--- src/rtl/core_pipe_ctrl_if.sv ---
// Handshake bundle between the pipeline datapath (master) and its sequencing controller (slave).
interface core_pipe_ctrl_if #(
  parameter int unsigned CNT_W = 16
);
  logic [4:0]       id_rs;
  logic [4:0]       id_rt;
  logic             id_uses_rt;
  logic             ex_mem_memread;
  logic [4:0]       ex_reg_rt;
  logic             ex_branch_taken;
  logic             mem_req;
  logic             mem_ll;
  logic             mem_sc;
  logic             mem_ack;
  logic             inv_hit;

  logic             mem_start;
  logic             pc_stall;
  logic             if_id_stall;
  logic             if_id_flush;
  logic             id_ex_bubble;
  logic             id_ex_hold;
  logic             ex_mem_hold;
  logic             mem_wb_bubble;
  logic             llbit;
  logic             sc_fail;
  logic [CNT_W-1:0] stall_cnt;

  modport master (
    output id_rs, id_rt, id_uses_rt, ex_mem_memread, ex_reg_rt, ex_branch_taken,
           mem_req, mem_ll, mem_sc, mem_ack, inv_hit,
    input  mem_start, pc_stall, if_id_stall, if_id_flush, id_ex_bubble, id_ex_hold,
           ex_mem_hold, mem_wb_bubble, llbit, sc_fail, stall_cnt
  );

  modport slave (
    input  id_rs, id_rt, id_uses_rt, ex_mem_memread, ex_reg_rt, ex_branch_taken,
           mem_req, mem_ll, mem_sc, mem_ack, inv_hit,
    output mem_start, pc_stall, if_id_stall, if_id_flush, id_ex_bubble, id_ex_hold,
           ex_mem_hold, mem_wb_bubble, llbit, sc_fail, stall_cnt
  );
endinterface

--- src/rtl/core_pipe_ctrl.sv ---
// Five-stage pipeline sequencing: load-use bubbles, branch flushes, multi-cycle MEM holds,
// LL/SC link tracking and a saturating stall-cycle counter.
module core_pipe_ctrl #(
  parameter int unsigned CNT_W = 16
) (
  input  logic              clk,
  input  logic              rst,
  core_pipe_ctrl_if.slave   bus
);

  typedef enum logic {
    RUN      = 1'b0,
    MEM_WAIT = 1'b1
  } state_e;

  state_e           state_q, state_d;
  logic             llbit_q, llbit_d;
  logic [CNT_W-1:0] stall_cnt_q, stall_cnt_d;

  logic sc_fail;
  logic mem_busy;
  logic branch_flush;
  logic load_use;
  logic stall;

  always_ff @(posedge clk or negedge rst) begin
    if (!rst) begin
      state_q     <= RUN;
      llbit_q     <= 1'b0;
      stall_cnt_q <= '0;
    end else begin
      state_q     <= state_d;
      llbit_q     <= llbit_d;
      stall_cnt_q <= stall_cnt_d;
    end
  end

  always_comb begin
    sc_fail      = bus.mem_sc & ~llbit_q;
    mem_busy     = bus.mem_req & ~bus.mem_ack & ~sc_fail;
    branch_flush = bus.ex_branch_taken & ~mem_busy;
    // rt compare only counts when the ID instruction actually reads rt; r0 never hazards.
    load_use     = bus.ex_mem_memread & (bus.ex_reg_rt != 5'd0)
                 & ((bus.ex_reg_rt == bus.id_rs)
                    | (bus.id_uses_rt & (bus.ex_reg_rt == bus.id_rt)))
                 & ~mem_busy & ~bus.ex_branch_taken;
    stall        = mem_busy | load_use;
  end

  always_comb begin
    state_d = state_q;
    unique case (state_q)
      RUN:      if (mem_busy)    state_d = MEM_WAIT;
      MEM_WAIT: if (bus.mem_ack) state_d = RUN;
      default:                   state_d = RUN;
    endcase
  end

  // Clear has priority so an invalidate racing an LL completion leaves the link broken.
  always_comb begin
    llbit_d = llbit_q;
    if (bus.inv_hit | (bus.mem_sc & bus.mem_ack)) begin
      llbit_d = 1'b0;
    end else if (bus.mem_ll & bus.mem_ack) begin
      llbit_d = 1'b1;
    end
  end

  always_comb begin
    stall_cnt_d = stall_cnt_q;
    if (stall && (stall_cnt_q != '1)) begin
      stall_cnt_d = stall_cnt_q + 1'b1;
    end
  end

  always_comb begin
    bus.mem_start     = (state_q == RUN) & bus.mem_req & ~sc_fail;
    bus.pc_stall      = stall;
    bus.if_id_stall   = stall;
    bus.if_id_flush   = branch_flush;
    bus.id_ex_bubble  = branch_flush | load_use;
    bus.id_ex_hold    = mem_busy;
    bus.ex_mem_hold   = mem_busy;
    bus.mem_wb_bubble = mem_busy;
    bus.llbit         = llbit_q;
    bus.sc_fail       = sc_fail;
    bus.stall_cnt     = stall_cnt_q;
  end

endmodule

--- src/flat_wrapper.sv ---
// flat-port wrapper written by rule: the top's interface ports become plain ports
module core_pipe_ctrl_flat 
#(
  parameter int unsigned CNT_W = 16
)
  (clk, rst, bus_id_rs, bus_id_rt, bus_id_uses_rt, bus_ex_mem_memread, bus_ex_reg_rt, bus_ex_branch_taken, bus_mem_req, bus_mem_ll, bus_mem_sc, bus_mem_ack, bus_inv_hit, bus_mem_start, bus_pc_stall, bus_if_id_stall, bus_if_id_flush, bus_id_ex_bubble, bus_id_ex_hold, bus_ex_mem_hold, bus_mem_wb_bubble, bus_llbit, bus_sc_fail, bus_stall_cnt);
  core_pipe_ctrl_if #(.CNT_W(CNT_W)) bus_i ();
  input  logic clk;
  input  logic rst;
  input wire logic [$bits(bus_i.id_rs)-1:0] bus_id_rs;
  input wire logic [$bits(bus_i.id_rt)-1:0] bus_id_rt;
  input wire logic [$bits(bus_i.id_uses_rt)-1:0] bus_id_uses_rt;
  input wire logic [$bits(bus_i.ex_mem_memread)-1:0] bus_ex_mem_memread;
  input wire logic [$bits(bus_i.ex_reg_rt)-1:0] bus_ex_reg_rt;
  input wire logic [$bits(bus_i.ex_branch_taken)-1:0] bus_ex_branch_taken;
  input wire logic [$bits(bus_i.mem_req)-1:0] bus_mem_req;
  input wire logic [$bits(bus_i.mem_ll)-1:0] bus_mem_ll;
  input wire logic [$bits(bus_i.mem_sc)-1:0] bus_mem_sc;
  input wire logic [$bits(bus_i.mem_ack)-1:0] bus_mem_ack;
  input wire logic [$bits(bus_i.inv_hit)-1:0] bus_inv_hit;
  output wire logic [$bits(bus_i.mem_start)-1:0] bus_mem_start;
  output wire logic [$bits(bus_i.pc_stall)-1:0] bus_pc_stall;
  output wire logic [$bits(bus_i.if_id_stall)-1:0] bus_if_id_stall;
  output wire logic [$bits(bus_i.if_id_flush)-1:0] bus_if_id_flush;
  output wire logic [$bits(bus_i.id_ex_bubble)-1:0] bus_id_ex_bubble;
  output wire logic [$bits(bus_i.id_ex_hold)-1:0] bus_id_ex_hold;
  output wire logic [$bits(bus_i.ex_mem_hold)-1:0] bus_ex_mem_hold;
  output wire logic [$bits(bus_i.mem_wb_bubble)-1:0] bus_mem_wb_bubble;
  output wire logic [$bits(bus_i.llbit)-1:0] bus_llbit;
  output wire logic [$bits(bus_i.sc_fail)-1:0] bus_sc_fail;
  output wire logic [$bits(bus_i.stall_cnt)-1:0] bus_stall_cnt;
  assign bus_i.id_rs = bus_id_rs;
  assign bus_i.id_rt = bus_id_rt;
  assign bus_i.id_uses_rt = bus_id_uses_rt;
  assign bus_i.ex_mem_memread = bus_ex_mem_memread;
  assign bus_i.ex_reg_rt = bus_ex_reg_rt;
  assign bus_i.ex_branch_taken = bus_ex_branch_taken;
  assign bus_i.mem_req = bus_mem_req;
  assign bus_i.mem_ll = bus_mem_ll;
  assign bus_i.mem_sc = bus_mem_sc;
  assign bus_i.mem_ack = bus_mem_ack;
  assign bus_i.inv_hit = bus_inv_hit;
  assign bus_mem_start = bus_i.mem_start;
  assign bus_pc_stall = bus_i.pc_stall;
  assign bus_if_id_stall = bus_i.if_id_stall;
  assign bus_if_id_flush = bus_i.if_id_flush;
  assign bus_id_ex_bubble = bus_i.id_ex_bubble;
  assign bus_id_ex_hold = bus_i.id_ex_hold;
  assign bus_ex_mem_hold = bus_i.ex_mem_hold;
  assign bus_mem_wb_bubble = bus_i.mem_wb_bubble;
  assign bus_llbit = bus_i.llbit;
  assign bus_sc_fail = bus_i.sc_fail;
  assign bus_stall_cnt = bus_i.stall_cnt;
  core_pipe_ctrl #(.CNT_W(CNT_W)) u_core (.clk(clk), .rst(rst), .bus(bus_i));
endmodule
--- config.mk ---
export PLATFORM = sky130hd
export DESIGN_NAME = core_pipe_ctrl_flat
export DESIGN_NICKNAME = d
export VERILOG_FILES = /design/src/rtl/core_pipe_ctrl_if.sv /design/src/rtl/core_pipe_ctrl.sv /design/src/flat_wrapper.sv
export SDC_FILE = /design/constraint.sdc
export NUM_CORES = 1
export LEC_CHECK = 0
export ABC_AREA = 1
export CAP_MARGIN = 25
export CELL_PAD_IN_SITES_DETAIL_PLACEMENT = 0
export CELL_PAD_IN_SITES_GLOBAL_PLACEMENT = 1
export CORE_MARGIN = 2
export CORE_UTILIZATION = 32
export DETAILED_ROUTE_END_ITERATION = 10
export PLACE_DENSITY = 0.85
export SLEW_MARGIN = 15
export SYNTH_ARGS = -nofsm -noshare
export SYNTH_HDL_FRONTEND = slang
export SYNTH_SLANG_ARGS = --single-unit
--- constraint.sdc ---
create_clock -name clk -period 2.5 [get_ports clk]
set_input_delay 0.5 -clock clk [delete_from_list [all_inputs] [get_ports clk]]
set_output_delay 0.5 -clock clk [all_outputs]
set_load 0.01 [all_outputs]
==> results of run 1 <==
cell usage after synthesis, drive strengths merged:
| cell | number | area share [%] |
|---|---|---|
| nor3 | 7 | 3.8 |
| nand3 | 27 | 10 |
| nand4 | 3 | 1.4 |
| a211oi | 1 | 0.55 |
| dfrtp | 18 | 33 |
| xnor2 | 3 | 1.9 |
| inv | 29 | 8.0 |
| buf | 7 | 3.6 |
| nand3b | 1 | 0.55 |
| ha | 1 | 0.92 |
| xor2 | 7 | 4.5 |
| nor2 | 23 | 6.9 |
| a21oi | 2 | 0.74 |
| nor3b | 1 | 0.55 |
| o21ai | 1 | 0.37 |
| nand2 | 80 | 23 |
sequential cells by signal (all words and copies together), names as in the netlist:
signal and flops:
u_core.bus.stall_cnt 16, u_core.bus.llbit 1, u_core.state_q 1
area by class of cell:
cell class / instances / area, um2 / share of cell area, %
Clock buffer: 4 / 55.1 / 2.79
Multi-Input combinational cell: 157 / 751 / 38.1
Timing Repair Buffer: 57 / 544 / 27.6
Tap cell: 50 / 62.6 / 3.17
Sequential cell: 18 / 450 / 22.8
Inverter: 29 / 109 / 5.52
routing by layer:
layer | GRT usage (%) | vias up
met5 | 0 | -
met4 | 3.27 | 0
met3 | 2.92 | 2
met2 | 25.6 | 34
met1 | 19.8 | 617
li1 | - | 758
power by group:
group          leakage, nW  switching [mW]  internal [mW]
combinational        0.726           0.109          0.139
sequential           0.245          0.0371          0.320
clock               0.0288           0.101          0.140
total                 1.00           0.248          0.599
logic make-up (layout without fill, tap and decap cells):
family / Yosys count / in the layout / synth area share, %
flip-flops: 18 / 18 / 33.2
AO/OA/AOI/OAI: 4 / 4 / 1.66
adder cells (fa/ha/maj): 1 / 1 / 0.923
buffers and inverters: 36 / 90 / 11.6
XOR/XNOR: 10 / 10 / 6.46
AND/OR/NAND/NOR: 142 / 142 / 46.1
worst register-to-register path: stages, from the launching register on:
cell,delay (ns)
dfrtp_1,0.42
ha_1,0.20
nand3_1,0.23
nor3_4,0.25
nand2_2,0.10
nor2_4,0.14
inv_2,0.15
nand2_4,0.19
nand2_1,0.07
nand2_1,0.06
worst paths after layout:
path                                               from                       end  slack [ns]  cells after the start
worst max-delay path                         bus_mem_sc           bus_if_id_flush        0.10                      6
worst min-delay path                     u_core.state_q            u_core.state_q        0.50                      2
worst max register to register  u_core.bus.stall_cnt[0]  u_core.bus.stall_cnt[13]        0.64                      9
worst min register to register           u_core.state_q            u_core.state_q        0.50                      2
max in group asynchronous                           rst          u_core.bus.llbit        1.73                      2
min in group asynchronous                           rst   u_core.bus.stall_cnt[9]        0.58                      2
what timing repair did:
item,4_1_cts,5_1_grt
resized for setup,4,6
setup endpoints to repair,3,7
buffers inserted,0,0
through the flow:
stage               instance area [um2]  hold slack, ns
global placement                   1920           0.488
CTS                                1970           0.507
finish                             1970           0.504
detailed placement                 1920           0.490
global route                       1970           0.545
floorplan                          1360           0.204
==> metrics, run 1 <==
status=finished, final reports clean; Yosys reg bits=18; Mean Syn Cell Area=around 6.4 um2; Peak VDD IR=0.000252 V; final wirelength=3.50 mm; Netlist cell types=24; Final Setup Violations=0; Core ar.=a little over 0.004 mm2; HP Class=reg -> reg; drt drc=0; TritonCTS Sinks=18; WP data arrival=1.90 ns; Finished Layout Cells=315; half-perimeter wire length after placement=2.65 mm; TNS Setup=0 ns; Setup crit end kind=primary output; Final min period=~2.4 ns; worst slack, placed=-0.268 ns; Final Slew Violations=0; Inserted Diodes=0; first-pass GRT wire length=6.09 mm; maximum fanout along the worst path=5; largest net degree at the start of global routing=19; WS Path Type=in -> out; CP max stage cell=clkdlybuf4s50_1; Max Used Layer=met4; Critical Path RT=2.00 ns; gr usage total=15.1%; 1st-iter DRT viols=40; Wirelength per Cell=11.1 um; vias=roughly 1400; P&R area growth vs syn=45.5%; I/O pin count=51; Slew HR=a little over two thirds; Worst Slack Setup Final=0.104 ns; slowest cell delay on critical path=0.54 ns; Max-Cap Viols=0; Nets=292; Final ANT Viol Nets=0; commonest cells after routing, fill and taps aside=78 x nand2_1, 46 x clkdlybuf4s50_1, 27 x inv_1, 27 x nand3_1, 22 x nor2_1; clock buffer depth=2; post-layout util=between 40% and 50%; CTS Buf Count=3; Crit path buffers/inverters=3; drt pass-1 iters=4; Leak Pwr=1.00 nW; crit start category=input pin; most common cell after layout, fill and taps aside=nand2_1; Top delay family on crit path=buffers and inverters; CP Cell Sequence=clkdlybuf4s50_1, a21oi_2, nand2_1, inv_2, nor2_1, clkdlybuf4s50_1; gpl congestion=around 0.84; CP most frequent cell=clkdlybuf4s50_1; hold_buf cts=0; DR WL met2=1.62 mm; Worst-path clk slew=0.07 ns; Rows=23; Die ar.=0.00477 mm2; RSZ-0062 raised after global routing=false; number of global-route vias before repair=1344; CTS root buf=clkbuf_8; Skew-Pair Late Insertion Delay=~0.25 ns; Max Clock Freq=0.417 GHz; YS warnings=0; Syn Nets=237; DP Cell Count=311; Tcrit/Tclk final=~96%; Die Y=69.1 um; Hold Fails Final Rpt=0; measured slew at the worst slew-check pin=about 0.45 ns; WL met1=1.65 mm; number of antenna violations at the first check in global routing=0; Fillers=431; skew final=roughly 0.0034 ns; wire length on met3=204 um; ratio of cells with drive above 1 in the final layout=7.92%; H-tree Lvls=1; total power draw=0.847 mW; Power per Cell Area=between 400 and 500 mW/mm2; die width=69.1 um; total gr overflow=0; sequential share of the synthesized area=33.2%; TritonCTS clock tree=yes; vias per inst=4.48; Starting Density=33.6%; post-synthesis cell count=between 200 and 250; Mapped Area=about 0.0014 mm2; port bufs=50
(Power assumes the default switching activity.)
==> run 2: changes to the inputs <==
--- a/config.mk
+++ b/config.mk
@@ -13,6 +13,7 @@
 export CORE_UTILIZATION = 32
 export DETAILED_ROUTE_END_ITERATION = 10
 export PLACE_DENSITY = 0.85
+export SETUP_SLACK_MARGIN = 0.05
 export SLEW_MARGIN = 15
 export SYNTH_ARGS = -nofsm -noshare
 export SYNTH_HDL_FRONTEND = slang
==> run 2 against run 1 <==
  * Wire length increased by 0.43%
  * First-iteration DRC count is the same
  * Final area rose by 0.32%
  * Critical path type unchanged
  * Highest routed layer unchanged
==> metrics, run 2 (same netlist as run 1, synthesis figures left out) <==
switching part of the total=29.1% (was 29.2%); status=finished, final reports clean (unchanged); Worst-path clk slew=0.07 ns (about the same); 1st-iter DRT viols=40 (unchanged); CTS Buf Count=3 (unchanged); Slew HR=69.8% (was 70.1%); DP Cell Count=311 (unchanged); Power per Cell Area=427 mW/mm2 (was 430 mW/mm2); Rows=23 (unchanged); Wirelength per Cell=11.2 um (was 11.1 um); TritonCTS clock tree=yes (unchanged); CTS root buf=clkbuf_8 (unchanged); routing usage on met3=2.92% (unchanged); DP Area=0.00192 mm2 (unchanged); GRT busiest layer=met2 (unchanged); Inserted Diodes=0 (unchanged); clock buffer depth=2 (unchanged); vias per inst=4.46 (was 4.48); final wirelength=3.52 mm (was 3.50 mm); drt drc=0 (unchanged); GR Layer Usage met2=25.6% (unchanged); skew final=0.00240 ns (was 0.00343 ns); Setup crit end kind=primary output (unchanged); P_sw=0.246 mW (was 0.248 mW); Critical Path RT=2.00 ns (about the same); Nets=292 (unchanged); Clock power frac=28.2% (was 28.4%); Largest register FFs=16 (unchanged); half-perimeter wire length after placement=2.65 mm (unchanged); H-tree Lvls=1 (unchanged); largest net degree at the start of global routing=19 (unchanged); internal cell power=0.599 mW (about the same); FF-to-FF setup slack=0.63 ns (was 0.64 ns); TNS Setup=0 ns (unchanged); Starting Density=33.6% (unchanged); Die Y=69.1 um (unchanged); Tcrit/Tclk final=96.7% (was 95.8%); grt met1 use=19.8% (unchanged); Final Slew Violations=0 (unchanged); Worst Hold Slack=0.505 ns (was 0.504 ns); number of antenna violations at the first check in global routing=0 (unchanged); gpl congestion=0.841 (unchanged); post-layout util=49.1% (was 48.9%); Max-Cap Viols=0 (unchanged); crit start category=input pin (unchanged); Comb power frac=29.4% (about the same); WP data arrival=1.92 ns (was 1.90 ns); vias=1405 (was 1411); Skew-Pair Late Insertion Delay=0.25 ns (about the same); Final Setup Violations=0 (unchanged); total power draw=0.844 mW (was 0.847 mW); Die ar.=0.00477 mm2 (unchanged); most common cell after layout, fill and taps aside=nand2_1 (unchanged); WS Path Type=in -> out (unchanged); worst slack, placed=-0.268 ns (unchanged); Final min period=2.42 ns (was 2.40 ns); Leak Pwr=1.05 nW (was 1.00 nW); number of global-route vias before repair=1344 (unchanged); Finished Layout Cells=315 (unchanged); TritonCTS Sinks=18 (unchanged); Core ar.=0.00403 mm2 (unchanged); HP Class=reg -> reg (unchanged); Peak VDD IR=0.000252 V (about the same); drt pass-1 iters=4 (unchanged); Seq pwr share=42.3% (was 42.2%); gr usage total=15.1% (unchanged); ratio of cells with drive above 1 in the final layout=8.68% (was 7.92%); hold_buf cts=0 (unchanged); first-pass GRT wire length=6.09 mm (unchanged); commonest cells after routing, fill and taps aside=77 x nand2_1, 43 x clkdlybuf4s50_1, 27 x inv_1, 27 x nand3_1, 22 x nor2_1 (was 78 x nand2_1, 46 x clkdlybuf4s50_1, 27 x inv_1, 27 x nand3_1, 22 x nor2_1); maximum fanout along the worst path=2 (was 5); final instance area=0.00198 mm2 (was 0.00197 mm2); RSZ-0062 raised after global routing=true (was false); die width=69.1 um (unchanged); P&R area growth vs syn=46.0% (was 45.5%); Final ANT Viol Nets=0 (unchanged); I/O pin count=51 (unchanged); total gr overflow=0 (unchanged); measured slew at the worst slew-check pin=0.452 ns (was 0.447 ns); Worst Slack Setup Final=0.0836 ns (was 0.104 ns); port bufs=50 (unchanged); Max Clock Freq=0.414 GHz (was 0.417 GHz); Hold Fails Final Rpt=0 (unchanged)
## run 2: cell count changes in the layout (fill, tap and decap cells not counted)
cell / change
dlymetal6s2s_1: +3
clkdlybuf4s50_1: -3
clkbuf_2: +1
nand2_2: +1
nand2_1: -1
dlygate4sd2_1: -1
## run 2: power by group through the flow
stage | registers [mW] | logic, mW | clock network (mW)
floorplan | 0.370 | 0.102 | 0
global placement | 0.363 | 0.253 | 0
detailed placement | 0.362 | 0.254 | 0
CTS | 0.357 | 0.253 | 0.248
global route | 0.363 | 0.275 | 0.265
finish | 0.357 | 0.249 | 0.238
## run 2: area by class of cell
type	count	area, um2
fill	427	2050
inverter	29	109
multi-input combinational	157	753
clock buffer	4	55.1
sequential	18	450
tap	50	62.6
timing repair buffer	57	548
## run 2: final timing paths
check / start / to / cells past startpoint
setup / recovery: bus_mem_sc / bus_mem_start / 6
hold / removal: u_core.state_q / u_core.state_q / 2
setup reg to reg: u_core.bus.stall_cnt[0] / u_core.bus.stall_cnt[13] / 9
hold reg to reg: u_core.state_q / u_core.state_q / 2
max in group asynchronous: rst / u_core.bus.llbit / 2
min in group asynchronous: rst / u_core.bus.stall_cnt[9] / 2
## run 2: routing by layer
metal / share of wire [%] / up-vias
li1: - / 756
met3: 6.2 / 4
met4: 0.83 / 0
met1: 47 / 609
met5: 0 / -
met2: 46 / 36
## run 2: timing repair
| item | 4_1_cts | 5_1_grt |
|---|---|---|
| resized for setup | 6 | 11 |
| buffers inserted | 0 | 0 |
| setup endpoints to repair | 7 | 7 |
| endpoints found under the hold margin | 0 | 0 |
## run 2: critical path, cell delays in order
cell and delay (ns):
clkdlybuf4s50_1 0.46, buf_4 0.16, inv_1 0.04, nor2_1 0.04, nor3_1 0.15, clkdlybuf4s50_1 0.57
==> run 3: changes to the inputs <==
--- a/config.mk
+++ b/config.mk
@@ -6,13 +6,13 @@
 export NUM_CORES = 1
 export LEC_CHECK = 0
 export ABC_AREA = 1
-export CAP_MARGIN = 25
 export CELL_PAD_IN_SITES_DETAIL_PLACEMENT = 0
 export CELL_PAD_IN_SITES_GLOBAL_PLACEMENT = 1
 export CORE_MARGIN = 2
-export CORE_UTILIZATION = 32
+export CORE_UTILIZATION = 40
 export DETAILED_ROUTE_END_ITERATION = 10
-export PLACE_DENSITY = 0.85
+export DONT_BUFFER_PORTS = 1
+export PLACE_DENSITY = 0.75
 export SETUP_SLACK_MARGIN = 0.05
 export SLEW_MARGIN = 15
 export SYNTH_ARGS = -nofsm -noshare
==> run 3 against run 2 <==
  * Wire length fell by 16%
  * Count of clock-buffer cells in the layout fell by 1
  * Total power fell by 24%
  * Via count fell by 12%
  * Highest routed layer unchanged
==> metrics, run 3 (same netlist as run 1, synthesis figures left out) <==
reg-to-reg startpoint=u_core.bus.stall_cnt[0] (unchanged); Critical Path RT=2.00 ns (about the same); Max Clock Freq=0.465 GHz (was 0.414 GHz); final instance area=0.00140 mm2 (was 0.00198 mm2); Hold Path Stages=1 (was 2); 1st-iter DRT viols=50 (was 40); status=finished, final reports clean (unchanged); vias per inst=4.86 (was 4.46); post-CTS sizing=0 (was 6); measured slew at the worst slew-check pin=0.807 ns (was 0.452 ns); half-perimeter wire length after placement=2.30 mm (was 2.65 mm); Starting Density=41.3% (was 33.6%); Final ANT Viol Nets=0 (unchanged); Setup crit end kind=primary output (unchanged); crit start category=flop (was input pin); Nets=237 (was 292); drt pass-1 iters=4 (unchanged); total gr overflow=0 (unchanged); Die ar.=0.00387 mm2 (was 0.00477 mm2); skew final=0.0102 ns (was 0.00240 ns); CTS Buf Count=3 (unchanged); Clock power frac=23.0% (was 28.2%); vias=1239 (was 1405); drt drc=0 (unchanged); number of antenna violations at the first check in global routing=0 (unchanged); internal cell power=0.421 mW (was 0.599 mW); min-delay src=bus_mem_ack (was u_core.state_q); WP data arrival=1.65 ns (was 1.92 ns); I/O pin count=51 (unchanged); first-pass GRT wire length=5.41 mm (was 6.09 mm); H-tree Lvls=1 (unchanged); Rows=21 (was 23); HP Class=in -> reg (was reg -> reg); Tcrit/Tclk final=86.0% (was 96.7%); Seq pwr share=58.4% (was 42.3%); Die Y=62.2 um (was 69.1 um); Inserted Diodes=0 (unchanged); Worst-path clk slew=0.10 ns (was 0.07 ns); Fillers=383 (was 427); most common cell after layout, fill and taps aside=nand2_1 (unchanged); TNS Setup=0 ns (unchanged); Comb power frac=18.7% (was 29.4%); P&R area growth vs syn=3.60% (was 46.0%); Final Setup Violations=0 (unchanged); FF-to-FF setup slack=0.59 ns (was 0.63 ns); RSZ-0062 raised after global routing=false (was true); worst r2r dst=u_core.bus.stall_cnt[2] (was u_core.bus.stall_cnt[13]); Slew HR=46.0% (was 69.8%); commonest cells after routing, fill and taps aside=78 x nand2_1, 28 x inv_1, 27 x nand3_1 (was 77 x nand2_1, 43 x clkdlybuf4s50_1, 27 x inv_1, 27 x nand3_1, 22 x nor2_1); R2R cell count=9 (unchanged); hold worst-path end=u_core.state_q (unchanged); gr usage total=16.8% (was 15.1%); die width=62.2 um (was 69.1 um); Largest register FFs=16 (unchanged); clock buffer depth=2 (unchanged); Core ar.=0.00328 mm2 (was 0.00403 mm2); maximum fanout along the worst path=11 (was 2); Power per Cell Area=459 mW/mm2 (was 427 mW/mm2); Hold Fails Final Rpt=0 (unchanged); Final Slew Violations=0 (unchanged); Max-Cap Viols=0 (unchanged); DP Area=0.00137 mm2 (was 0.00192 mm2); worst slack, placed=0.535 ns (was -0.268 ns); Peak VDD IR=0.000276 V (was 0.000252 V); CTS root buf=clkbuf_4 (was clkbuf_8); Final min period=2.15 ns (was 2.42 ns); Skew-Pair Late Insertion Delay=0.30 ns (was 0.25 ns); final wirelength=2.96 mm (was 3.52 mm); ratio of cells with drive above 1 in the final layout=4.78% (was 8.68%); number of global-route vias before repair=1191 (was 1344); P_sw=0.223 mW (was 0.246 mW); Worst Slack Setup Final=0.351 ns (was 0.0836 ns); gpl congestion=0.768 (was 0.841); Leak Pwr=0.763 nW (was 1.05 nW); port bufs=0 (was 50); Wirelength per Cell=11.6 um (was 11.2 um); TritonCTS Sinks=18 (unchanged); TritonCTS clock tree=yes (unchanged); switching part of the total=34.6% (was 29.1%); largest net degree at the start of global routing=19 (unchanged); # Post-CTS Setup Buffers=0 (unchanged); WS Path Type=reg -> out (was in -> out)
==> run 3: worst max-delay path by stage <==
| stage | cells after the start | startpoint | slack (ns) | endpoint |
|---|---|---|---|---|
| after floorplan | 9 | bus_mem_req | 0.62 | bus_pc_stall |
| after global placement | 12 | bus_ex_reg_rt[3] | 0.54 | u_core.bus.stall_cnt[3] |
| after detailed placement | 12 | bus_ex_reg_rt[3] | 0.53 | u_core.bus.stall_cnt[9] |
| after CTS | 7 | u_core.bus.llbit | 0.32 | bus_if_id_stall |
| after global routing | 7 | u_core.bus.llbit | 0.20 | bus_if_id_stall |
| final | 7 | u_core.bus.llbit | 0.35 | bus_if_id_stall |
==> run 3: metal layers <==
layer / vias to the layer above / GRT usage (%) / wire length (um)
met2: 33 / 27.9 / 1360
met5: - / 0 / 0
met3: 2 / 4.89 / 163
met1: 555 / 22.8 / 1430
met4: 0 / 1.67 / 9
li1: 649 / - / -
==> run 3: what timing repair did <==
item	4_1_cts	5_1_grt
hold buffers	1	0
hold endpoints to repair	18	0
setup endpoints to repair	0	0
==> run 3: power groups by stage <==
stage | Combinational [mW] | Clock (mW) | Sequential (mW)
floorplan | 0.102 | 0 | 0.370
global placement | 0.110 | 0 | 0.379
detailed placement | 0.115 | 0 | 0.381
CTS | 0.123 | 0.153 | 0.375
global route | 0.145 | 0.165 | 0.382
finish | 0.120 | 0.148 | 0.376
==> run 3: area by class of cell <==
class | count | area [um2] | area share [%]
multi-input combinational | 157 | 747 | 53.2
sequential | 18 | 450 | 32.1
inverter | 29 | 109 | 7.75
tap | 46 | 57.6 | 4.10
clock buffer | 3 | 22.5 | 1.60
timing repair buffer | 2 | 17.5 | 1.25
==> run 3: through the flow <==
step / total power, mW / util, % / hold slack (ns) / std cells
2_1_floorplan: 0.472 / - / 0.204 / 211
3_3_place_gp: 0.490 / 41.8 / 0.205 / 251
3_5_place_dp: 0.496 / 41.8 / 0.205 / 251
4_1_cts: 0.651 / 42.7 / 0.252 / 255
5_1_grt: 0.692 / 42.7 / 0.248 / 255
6_report: 0.644 / 42.7 / 0.258 / 255
==> run 3: worst max-delay path, stage by stage (launching register included) <==
cell	delay (ns)
dfrtp_1	0.46
inv_1	0.08
a21oi_1	0.07
nand2_1	0.10
nand3_1	0.07
nor2_1	0.08
nand2_1	0.07
nand2_1	0.43
